[src/rtl/poly_mod_sub_if.sv]
// Handshake bundle for poly_mod_sub: coefficient-pair input stream plus
// result stream with per-polynomial index, end marker and sticky range error.
interface poly_mod_sub_if #(
   parameter int unsigned IW = 8
) ();

   logic          in_valid;
   logic          in_ready;
   logic [11:0]   a_data;
   logic [11:0]   b_data;
   logic          out_valid;
   logic          out_ready;
   logic [11:0]   out_data;
   logic [IW-1:0] out_index;
   logic          out_last;
   logic          err;

   // Producer/consumer side: drives operands and downstream ready.
   modport master (
      output in_valid, a_data, b_data, out_ready,
      input  in_ready, out_valid, out_data, out_index, out_last, err
   );

   // Subtractor side.
   modport slave (
      input  in_valid, a_data, b_data, out_ready,
      output in_ready, out_valid, out_data, out_index, out_last, err
   );

endinterface

[src/rtl/poly_mod_sub.sv]
// Streaming coefficient-wise modular subtractor: out = (a - b) mod Q.
// Two-stage elastic pipeline (S1 raw difference, S2 modular fold) with a
// per-polynomial coefficient index travelling alongside the data.
// Optional macro POLY_MOD_SUB_CHECK_EN adds a sticky operand range error
// flag; without it err is tied to 0 and no comparators are built.
module poly_mod_sub #(
   parameter int unsigned Q  = 3329,  // modulus, must fit in 12 bits
   parameter int unsigned N  = 256,   // coefficients per polynomial
   parameter int unsigned IW = $clog2(N)
) (
   input logic          clk,
   input logic          rst,
   poly_mod_sub_if.slave bus
);

   localparam logic [11:0]   Q12     = 12'(Q);
   localparam logic [IW-1:0] LastIdx = IW'(N - 1);

   // Stage 1: 13-bit two's complement difference
   logic          s1_valid_q;
   logic [12:0]   s1_diff_q;
   logic [IW-1:0] s1_index_q;

   // Stage 2: folded result presented on the output
   logic          s2_valid_q;
   logic [11:0]   s2_data_q;
   logic [IW-1:0] s2_index_q;
   logic          s2_last_q;

   logic [IW-1:0] cnt_q;

   logic          s2_load;
   logic          s1_moves;
   logic          s1_load;
   logic          in_ready;
   logic          accept;
   logic [12:0]   diff_in;
   logic [11:0]   fold_sum;
   logic [11:0]   s2_data_d;

   // Handshake and datapath combinational logic; in_ready depends only on
   // state and out_ready, never on in_valid.
   always_comb begin
      s2_load   = !s2_valid_q || bus.out_ready;
      s1_moves  = s1_valid_q && s2_load;
      s1_load   = !s1_valid_q || s1_moves;
      in_ready  = !rst && s1_load;
      accept    = bus.in_valid && in_ready;
      diff_in   = {1'b0, bus.a_data} - {1'b0, bus.b_data};
      // Adding Q modulo 4096 is enough: only the low 12 bits are kept.
      fold_sum  = s1_diff_q[11:0] + Q12;
      s2_data_d = s1_diff_q[12] ? fold_sum : s1_diff_q[11:0];
   end

   // Stage 1 register: capture the raw difference and its index on acceptance
   always_ff @(posedge clk) begin
      if (rst) begin
         s1_valid_q <= 1'b0;
         s1_diff_q  <= '0;
         s1_index_q <= '0;
      end else if (s1_load) begin
         s1_valid_q <= accept;
         if (accept) begin
            s1_diff_q  <= diff_in;
            s1_index_q <= cnt_q;
         end
      end
   end

   // Stage 2 register: fold negative differences back into 0..Q-1
   always_ff @(posedge clk) begin
      if (rst) begin
         s2_valid_q <= 1'b0;
         s2_data_q  <= '0;
         s2_index_q <= '0;
         s2_last_q  <= 1'b0;
      end else if (s2_load) begin
         s2_valid_q <= s1_valid_q;
         if (s1_valid_q) begin
            s2_data_q  <= s2_data_d;
            s2_index_q <= s1_index_q;
            s2_last_q  <= (s1_index_q == LastIdx);
         end
      end
   end

   // Coefficient index counter, wraps at the end of each polynomial
   always_ff @(posedge clk) begin
      if (rst) begin
         cnt_q <= '0;
      end else if (accept) begin
         cnt_q <= (cnt_q == LastIdx) ? '0 : cnt_q + 1'b1;
      end
   end

`ifdef POLY_MOD_SUB_CHECK_EN
   logic err_q;

   // Sticky flag for any accepted operand outside 0..Q-1
   always_ff @(posedge clk) begin
      if (rst) begin
         err_q <= 1'b0;
      end else if (accept && ((bus.a_data >= Q12) || (bus.b_data >= Q12))) begin
         err_q <= 1'b1;
      end
   end

   assign bus.err = err_q;
`else
   assign bus.err = 1'b0;
`endif

   assign bus.in_ready  = in_ready;
   assign bus.out_valid = s2_valid_q;
   assign bus.out_data  = s2_data_q;
   assign bus.out_index = s2_index_q;
   assign bus.out_last  = s2_last_q;

endmodule

[src/flat_wrapper.sv]
// flat-port wrapper written by rule: the top's interface ports become plain ports
module poly_mod_sub_flat 
#(
   parameter int unsigned Q  = 3329,                                 
   parameter int unsigned N  = 256,                                 
   parameter int unsigned IW = $clog2(N)
)
  (clk, rst, bus_in_valid, bus_a_data, bus_b_data, bus_out_ready, bus_in_ready, bus_out_valid, bus_out_data, bus_out_index, bus_out_last, bus_err);
  poly_mod_sub_if #(.IW(IW)) bus_i ();
  input logic clk;
  input logic rst;
  input wire logic [$bits(bus_i.in_valid)-1:0] bus_in_valid;
  input wire logic [$bits(bus_i.a_data)-1:0] bus_a_data;
  input wire logic [$bits(bus_i.b_data)-1:0] bus_b_data;
  input wire logic [$bits(bus_i.out_ready)-1:0] bus_out_ready;
  output wire logic [$bits(bus_i.in_ready)-1:0] bus_in_ready;
  output wire logic [$bits(bus_i.out_valid)-1:0] bus_out_valid;
  output wire logic [$bits(bus_i.out_data)-1:0] bus_out_data;
  output wire logic [$bits(bus_i.out_index)-1:0] bus_out_index;
  output wire logic [$bits(bus_i.out_last)-1:0] bus_out_last;
  output wire logic [$bits(bus_i.err)-1:0] bus_err;
  assign bus_i.in_valid = bus_in_valid;
  assign bus_i.a_data = bus_a_data;
  assign bus_i.b_data = bus_b_data;
  assign bus_i.out_ready = bus_out_ready;
  assign bus_in_ready = bus_i.in_ready;
  assign bus_out_valid = bus_i.out_valid;
  assign bus_out_data = bus_i.out_data;
  assign bus_out_index = bus_i.out_index;
  assign bus_out_last = bus_i.out_last;
  assign bus_err = bus_i.err;
  poly_mod_sub #(.Q(Q), .N(N), .IW(IW)) u_core (.clk(clk), .rst(rst), .bus(bus_i));
endmodule
[config.mk]
export PLATFORM = sky130hd
export DESIGN_NAME = poly_mod_sub_flat
export DESIGN_NICKNAME = d
export VERILOG_FILES = /design/src/rtl/poly_mod_sub_if.sv /design/src/rtl/poly_mod_sub.sv /design/src/flat_wrapper.sv
export SDC_FILE = /design/constraint.sdc
export NUM_CORES = 1
export LEC_CHECK = 0
export ABC_CLOCK_PERIOD_IN_PS = 2970
export BUFFER_PORTS_ARGS = -buffer_cell sky130_fd_sc_hd__buf_4
export CAP_MARGIN = 0
export CORE_ASPECT_RATIO = 1.2
export CORE_MARGIN = 1
export CORE_UTILIZATION = 59
export CTS_CLUSTER_DIAMETER = 80
export DETAILED_ROUTE_END_ITERATION = 10
export GPL_TIMING_DRIVEN = 0
export PLACE_DENSITY = 0.84
export SYNTH_ARGS = -nofsm -noshare
export SYNTH_HDL_FRONTEND = slang
export SYNTH_SLANG_ARGS = --single-unit
[constraint.sdc]
create_clock -name clk -period 2.97 [get_ports clk]
set_clock_uncertainty 0.15 [all_clocks]
set_input_delay 0.4455 -clock clk [delete_from_list [all_inputs] [get_ports clk]]
set_output_delay 0.4455 -clock clk [all_outputs]
set_load 0.005 [all_outputs]
==> reports/qor.tcl, run 1 <==
set qor(hpwlAfterDp_um) 4210
set qor(clk_pin_slew_worst_paths_ns) 0.10
set qor(initialDrtViolationCount) 131
set qor(synth_xor_area_frac) 0.0725
set qor(grt-ovfl-total) 0
set qor(first_pass_iters) 5
set qor(clk_root_buf) {sky130_fd_sc_hd__clkbuf_8}
set qor(synth_seq_cells) 52
set qor(clockBufferDepth) 2
set qor(synth_top_cells_by_area) {sky130_fd_sc_hd__dfxtp_1 39%, sky130_fd_sc_hd__nand2_1 7.3%, sky130_fd_sc_hd__ha_1 6.6%}
set qor(slew_violations) 0
set qor(setup_tns_ns) 0
set qor(ys_warn_count) 0
set qor(post_synth_num_cell_types) 41
set qor(timing.final.crit_share) 0.682
set qor(netlist_instances) 333
set qor(max_freq_mhz) 494
set qor(commonest_cells_after_routing_fill_and_taps_aside) {52 x sky130_fd_sc_hd__nand2_1, 52 x sky130_fd_sc_hd__buf_4, 52 x sky130_fd_sc_hd__dfxtp_1}
set qor(drv.max_cap_violation_count) 0
set qor(post_cts_buffers) 0
set qor(hold_path_class) {in -> reg}
set qor(drive_gt1_frac) 0.176
set qor(startpoint_type) {input port}
set qor(cts.repair.resized) 0
set qor(die-area_um2) 4780
set qor(die_height_um) 75.5
set qor(h-tree-depth) 2
set qor(synth.avg_cell_area_um2) 7.98
set qor(start_util) 0.619
set qor(grt_setup_unrepaired) {no}
set qor(relSlewSlack) 0.603
set qor(max_stage_delay_ns) 0.41
set qor(postSynthNetCount) 376
set qor(route.vias.total) 2405
set qor(finalWorstPathRequiredPeriod_ns) 2.03
set qor(finalHoldViolations) 0
set qor(run_status) {complete, no violations}
set qor(cellPowerDensity_nw_per_um2) 477
set qor(ys_seq_area_frac) 0.392
set qor(die_width_um) 63.3
set qor(clock_sinks) 52
set qor(leakagePower_nw) 1.41
set qor(timing.critical_path.cells) {buf_4 -> ha_1 -> fa_1 -> nor2b_1 -> nor2_1 -> o221ai_1 -> o31ai_1 -> xor2_1 -> o21ai_0}
set qor(wl_per_cell_um) 12.2
set qor(finish.net_count) 433
set qor(globalRouteTotalUtil) 0.233
set qor(diodes) 0
set qor(insertion_delay_ns) 0.30
set qor(required_ns) 3.05
set qor(synth_top_area_cell) {sky130_fd_sc_hd__dfxtp_1}
set qor(mappedNetlistArea_um2) 2660
set qor(floorplan.io_pins) 52
set qor(gpl_wtd_cong) 0.802
set qor(cp-end-kind) {flip-flop}
set qor(final.fill_count) 367
set qor(critical_path_class) {in -> reg}
set qor(main_combinational_cell_family_by_area_after_synthesis) {simple AND/OR/NAND/NOR gates}
set qor(port_buffers) 50
set qor(critPathSlowestCell) {sky130_fd_sc_hd__fa_1}
set qor(grt_antenna_before_repair) 0
set qor(critPathArrivalTime_ns) 2.11
set qor(drt.antenna.violating_nets) 0
set qor(synthDominantCellAreaShare) 0.392
set qor(muxShareOfSynthArea) 0.00377
set qor(via_per_inst) 5.38
set qor(detail_route.wirelength_um) 5470
set qor(first_global_vias) 2084
set qor(whs_ns) 0.258
set qor(cts_tree) {yes}
set qor(core_um2) 4290
set qor(maximum_vdd_drop_v) 0.000243
set qor(cts_buffers) 5
set qor(rows) 26
set qor(grt_start_max_net_pins) 18
set qor(setup_viol_count_final) 0
set qor(grt_pass1_wl_um) 8810
set qor(area_delta_synth_final_pct) 21.1
set qor(critPathMaxFanout) 3
set qor(synth-adder-area-share) 0.0735
set qor(setup.reg_to_reg.worst_slack_ns) 1.24
set qor(synth_compound_gate_area_share) 0.177
set qor(postCtsHoldBufs) 0
set qor(worstMarginPinSlew_ns) 0.596
set qor(post_synth_and_or_nand_nor_area_fraction) 0.226
set qor(drc) 0
## worst paths after layout
path                                              start                      end  cells after the start
worst max-delay path                      bus_b_data[0]     u_core.s1_diff_q[10]                      9
worst min-delay path                       bus_in_valid        u_core.s1_valid_q                      3
worst max register to register     u_core.bus.out_valid      u_core.s1_diff_q[7]                      6
worst min register to register  u_core.bus.out_index[5]  u_core.bus.out_index[5]                      2
## critical path, delay by kind of cell
family | cells | cell delay [ns]
AO/OA/AOI/OAI | 3 | 0.53
AND/OR/NAND/NOR | 2 | 0.22
buffers and inverters | 1 | 0.11
XOR/XNOR | 1 | 0.15
adder cells (fa/ha/maj) | 2 | 0.63
## synthesized netlist by cell type
library cell and n:
sky130_fd_sc_hd__a2111oi_0 1, sky130_fd_sc_hd__o221ai_1 1, sky130_fd_sc_hd__nor2_1 28, sky130_fd_sc_hd__a21o_1 4, sky130_fd_sc_hd__and2_1 1, sky130_fd_sc_hd__o21bai_1 3, sky130_fd_sc_hd__o31ai_1 2, sky130_fd_sc_hd__a21boi_0 1
sky130_fd_sc_hd__and3_1 7, sky130_fd_sc_hd__xor2_1 14, sky130_fd_sc_hd__a311oi_1 1, sky130_fd_sc_hd__or3_1 2, sky130_fd_sc_hd__buf_2 4, sky130_fd_sc_hd__clkbuf_1 10, sky130_fd_sc_hd__o21ai_1 1, sky130_fd_sc_hd__fa_1 1
sky130_fd_sc_hd__inv_1 18, sky130_fd_sc_hd__nor2b_1 5, sky130_fd_sc_hd__o211ai_1 1, sky130_fd_sc_hd__nand4_2 1, sky130_fd_sc_hd__o32ai_1 1, sky130_fd_sc_hd__ha_1 14, sky130_fd_sc_hd__a31o_2 2, sky130_fd_sc_hd__a21oi_2 1
sky130_fd_sc_hd__a41o_1 1, sky130_fd_sc_hd__a211oi_1 11, sky130_fd_sc_hd__nand2_1 52, sky130_fd_sc_hd__a21oi_1 27, sky130_fd_sc_hd__xnor2_1 8, sky130_fd_sc_hd__nand4_1 7, sky130_fd_sc_hd__nand3b_1 2, sky130_fd_sc_hd__o21ai_0 17
sky130_fd_sc_hd__nand2b_1 3, sky130_fd_sc_hd__conb_1 1, sky130_fd_sc_hd__buf_1 1, sky130_fd_sc_hd__nand3_1 20, sky130_fd_sc_hd__mux2i_1 1, sky130_fd_sc_hd__o21ai_2 1, sky130_fd_sc_hd__nor3_1 3, sky130_fd_sc_hd__dfxtp_1 52
sky130_fd_sc_hd__buf_4 2
## flip-flops by register name, summed over array words and instances (netlist names)
signal and flops:
u_core.cnt_q 8, u_core.bus.out_valid 1, u_core.bus.out_index 8, u_core.bus.out_data 12, u_core.s1_index_q 8, u_core.bus.out_last 1, u_core.s1_valid_q 1, u_core.s1_diff_q 13
## metal layers
layer  global-route usage  vias up  wire length [µm]
li1                     -     1251                 -
met1                0.288     1073              2430
met2                0.411       75              2640
met3               0.0389        6               342
met4               0.0884        0                56
met5                    0        -                 0
## area by class of cell
cell class | count | area, µm² | area share
Inverter | 18 | 67.6 | 0.0210
Multi-Input combinational cell | 246 | 1470 | 0.457
Clock buffer | 5 | 68.8 | 0.0214
Buffer | 17 | 76.3 | 0.0237
Sequential cell | 52 | 1040 | 0.323
Timing Repair Buffer | 50 | 375 | 0.117
Clock inverter | 3 | 47.5 | 0.0148
Tap cell | 56 | 70.1 | 0.0218
## power breakdown
part           switching, mW  leakage (nW)  internal (mW)
Sequential            0.0373         0.425          0.736
Clock                  0.231        0.0583          0.254
Combinational          0.143         0.924          0.133
## stage by stage
step,util,setup slack (ns),power (mW),cells,instance area (µm²)
2_1_floorplan,-,0.925,0.967,333,2660
3_3_place_gp,0.722,0.647,1.05,439,3100
3_5_place_dp,0.722,0.638,1.06,439,3100
4_1_cts,0.749,0.941,1.54,447,3220
5_1_grt,0.749,0.813,1.61,447,3220
6_report,0.749,0.945,1.53,447,3220
## cells by family (layout without fill, tap and decap cells)
kind of cell | Yosys count | after routing
simple gates | 131 | 131
compound gates | 76 | 76
flops | 52 | 52
buf+inv | 35 | 93
xor+xnor | 22 | 22
fa+ha+maj | 15 | 15
other cells | 1 | 1
mux | 1 | 1
(Power assumes the default switching activity.)
==> run 2, diff against run 1 <==
--- a/config.mk
+++ b/config.mk
@@ -5,16 +5,16 @@
 export SDC_FILE = /design/constraint.sdc
 export NUM_CORES = 1
 export LEC_CHECK = 0
-export ABC_CLOCK_PERIOD_IN_PS = 2970
+export ABC_CLOCK_PERIOD_IN_PS = 1680
 export BUFFER_PORTS_ARGS = -buffer_cell sky130_fd_sc_hd__buf_4
 export CAP_MARGIN = 0
 export CORE_ASPECT_RATIO = 1.2
 export CORE_MARGIN = 1
-export CORE_UTILIZATION = 59
+export CORE_UTILIZATION = 49
 export CTS_CLUSTER_DIAMETER = 80
 export DETAILED_ROUTE_END_ITERATION = 10
 export GPL_TIMING_DRIVEN = 0
-export PLACE_DENSITY = 0.84
+export PLACE_DENSITY = 0.74
 export SYNTH_ARGS = -nofsm -noshare
 export SYNTH_HDL_FRONTEND = slang
 export SYNTH_SLANG_ARGS = --single-unit
==> constraint.sdc (replaced) <==
create_clock -name clk -period 1.68 [get_ports clk]
set_clock_uncertainty 0.15 [all_clocks]
set_input_delay 0.252 -clock clk [delete_from_list [all_inputs] [get_ports clk]]
set_output_delay 0.252 -clock clk [all_outputs]
set_load 0.005 [all_outputs]
==> run 2 against run 1 <==
  * The run now ends with design-rule violations left
  * Worst hold slack worse by 0.21 ns
  * Clock-buffer cell count is 1 higher
  * Critical path type unchanged
  * Sequential power is 79% higher
  * Combinational power is 100% higher
  * Cell count is 1.6% higher
  * Core utilization is 10 points lower
  * Via count is 0.54% lower
  * Highest routed layer unchanged
==> reports/qor.tcl, run 2 (synthesis results as in run 1) <==
set qor(run_status) {finished with violations}
set qor(violations) {design-rule violations}
set qor(cellPowerDensity_nw_per_um2) 777 ;# +63%
set qor(clk_pin_slew_worst_paths_ns) 0.10 ;# about the same
set qor(post-route-worst-setup-slack_ns) 0.0450 ;# -0.900 ns
set qor(grt_start_max_net_pins) 17 ;# -1
set qor(p_switching_mw) 0.756 ;# +83%
set qor(commonest_cells_after_routing_fill_and_taps_aside) {54 x sky130_fd_sc_hd__buf_4, 52 x sky130_fd_sc_hd__nand2_1, 45 x sky130_fd_sc_hd__dfxtp_1}
set qor(hold_path_class) {in -> reg}
set qor(timing.final.crit_share) 0.973
set qor(drc) 1 ;# +1
set qor(core_um2) 5260 ;# +23%
set qor(grt_antenna_before_repair) 0 ;# unchanged
set qor(power.switching_fraction) 0.287 ;# +0.0184
set qor(area.sequential_um2) 1050 ;# +0.84%
set qor(largest_register_ff_count) 13 ;# unchanged
set qor(area_delta_synth_final_pct) 27.7
set qor(port_buffers) 50 ;# unchanged
set qor(maximum_vdd_drop_v) 0.000427 ;# +76%
set qor(hpwlAfterDp_um) 4300 ;# +2.2%
set qor(cts_buffers) 5 ;# unchanged
set qor(power.clock.fraction) 0.267 ;# -0.049
set qor(leakagePower_nw) 1.43 ;# +1.7%
set qor(first_global_vias) 2004 ;# -3.8%
set qor(finalWorstPathRequiredPeriod_ns) 1.63
set qor(power.combinational.fraction) 0.211 ;# +0.031
set qor(grt-ovfl-total) 0 ;# unchanged
set qor(die-area_um2) 5720 ;# +20%
set qor(cts_tree) {yes}
set qor(critPathMaxFanout) 3 ;# unchanged
set qor(clk_root_buf) {sky130_fd_sc_hd__clkbuf_8}
set qor(die_width_um) 69.2 ;# +9.4%
set qor(detail_route.wirelength_um) 5580 ;# +2.1%
set qor(first_pass_iters) 7 ;# +2
set qor(wl_per_cell_um) 12.3 ;# +0.53%
set qor(total_design_power_mw) 2.64 ;# +72%
set qor(worstMarginPinSlew_ns) 0.542 ;# -0.0534 ns
set qor(slew_violations) 0 ;# unchanged
set qor(critical_path_class) {in -> reg}
set qor(post-place-ws_ns) -0.312 ;# -0.950 ns
set qor(multi_input_area_um2) 1630 ;# +11%
set qor(cell_internal_pwr_mw) 1.88 ;# +67%
set qor(drt.antenna.violating_nets) 0 ;# unchanged
set qor(insertion_delay_ns) 0.31 ;# about the same
set qor(start_util) 0.505 ;# -0.114
set qor(critPathArrivalTime_ns) 1.68 ;# -0.43 ns
set qor(relSlewSlack) 0.638 ;# +0.0356
set qor(initialDrtViolationCount) 86 ;# -34%
set qor(p_seq_frac) 0.522 ;# +0.018
set qor(setup_viol_count_final) 0 ;# unchanged
set qor(h-tree-depth) 2 ;# unchanged
set qor(die_height_um) 82.7 ;# +9.5%
set qor(final.fill_count) 470 ;# +28%
set qor(route.vias.total) 2392 ;# -0.54%
set qor(clock_sinks) 52 ;# unchanged
set qor(required_ns) 1.72 ;# -1.33 ns
set qor(final_common_cell) {sky130_fd_sc_hd__buf_4}
set qor(rows) 29 ;# +12%
set qor(floorplan.io_pins) 52 ;# unchanged
set qor(finish.net_count) 434 ;# +0.23%
set qor(globalRouteTotalUtil) 0.198 ;# -0.0350
set qor(grt_pass1_wl_um) 9110 ;# +3.4%
set qor(cp-end-kind) {flip-flop}
set qor(clockBufferDepth) 2 ;# unchanged
set qor(drive_gt1_frac) 0.268 ;# +0.0914
set qor(grt_setup_unrepaired) {yes}
set qor(via_per_inst) 5.27 ;# -2.1%
set qor(drv.max_cap_violation_count) 0 ;# unchanged
set qor(gpl_wtd_cong) 0.833 ;# +3.9%
set qor(largest_register) {u_core.s1_diff_q}
set qor(finalHoldViolations) 0 ;# unchanged
set qor(diodes) 0 ;# unchanged
set qor(startpoint_type) {input port}
set qor(max_freq_mhz) 612
set qor(setup.reg_to_reg.worst_slack_ns) 0.06 ;# -1.18 ns
[run 2: cell types whose count changed in the layout (fill, tap and decap cells not counted), moves of 3 or more]
cell,delta
sky130_fd_sc_hd__inv_2,+3
sky130_fd_sc_hd__a21oi_1,-3
sky130_fd_sc_hd__o21ai_0,-3
sky130_fd_sc_hd__clkbuf_1,-4
sky130_fd_sc_hd__inv_1,-3
sky130_fd_sc_hd__clkbuf_2,+3
sky130_fd_sc_hd__ha_1,-5
sky130_fd_sc_hd__ha_4,+4
sky130_fd_sc_hd__buf_2,-3
sky130_fd_sc_hd__dfxtp_1,-7
sky130_fd_sc_hd__nor2b_1,-3
sky130_fd_sc_hd__dfxtp_2,+7
sky130_fd_sc_hd__o21ai_1,+3
[run 2: repair_timing]
action	4_1_cts	5_1_grt
pin swaps	0	1
buffers inserted	0	2
setup endpoints to repair	15	36
gates resized for setup	4	27
hold buffers	0	0
[run 2: path summary, 6_finish.rpt]
| kind | end | cells past startpoint | from |
|---|---|---|---|
| setup / recovery | u_core.s1_diff_q[12] | 9 | bus_b_data[0] |
| setup reg to reg | u_core.s1_index_q[0] | 6 | u_core.bus.out_valid |
| hold reg to reg | u_core.bus.out_index[1] | 2 | u_core.bus.out_index[1] |
| hold / removal | u_core.s1_valid_q | 3 | bus_in_valid |
[run 2: critical path: stages]
cell	delay, ns
sky130_fd_sc_hd__buf_4	0.11
sky130_fd_sc_hd__ha_2	0.19
sky130_fd_sc_hd__fa_2	0.37
sky130_fd_sc_hd__nor2b_4	0.13
sky130_fd_sc_hd__nor2_2	0.05
sky130_fd_sc_hd__o221ai_2	0.18
sky130_fd_sc_hd__o21ai_0	0.14
sky130_fd_sc_hd__a21oi_1	0.19
sky130_fd_sc_hd__nor2_1	0.06
[run 2: through the flow]
| step | setup TNS (ns) | cell area [µm²] | std cells | hold slack (ns) | utilization |
|---|---|---|---|---|---|
| after global placement | -2.04 | 3210 | 445 | 0.295 | 0.611 |
| final | 0 | 3390 | 454 | 0.0455 | 0.645 |
| after floorplan | -0.0289 | 2760 | 333 | 0.231 | - |
| after detailed placement | -2.06 | 3210 | 445 | 0.301 | 0.611 |
| after global routing | -0.197 | 3390 | 454 | 0.0494 | 0.645 |
| after CTS | 0 | 3310 | 453 | 0.0476 | 0.629 |
[run 2: final cells by class]
cell class | count | share of cell area
plain buffers | 16 | 0.0258
clock buffers | 6 | 0.0214
clock inverters | 2 | 0.00479
inverters | 18 | 0.0199
multi-input cells | 246 | 0.481
flip-flops and latches | 52 | 0.309
well taps | 62 | 0.0229
repair buffers | 52 | 0.115
[run 2: power by group through the flow]
stage / clock (mW) / combinational (mW) / sequential [mW]
3_3_place_gp: 0 / 0.526 / 1.39
4_1_cts: 0.716 / 0.540 / 1.37
3_5_place_dp: 0 / 0.535 / 1.40
5_1_grt: 0.774 / 0.626 / 1.39
2_1_floorplan: 0 / 0.367 / 1.38
6_report: 0.703 / 0.556 / 1.38
[run 2: routing by layer]
layer,up-vias,track usage,share of wire,routed length (µm)
met2,46,0.344,0.50,2790
met4,0,0.0612,0.0066,37
met1,1087,0.252,0.46,2580
li1,1255,-,-,-
met5,-,0,0,0
met3,4,0.0328,0.031,172
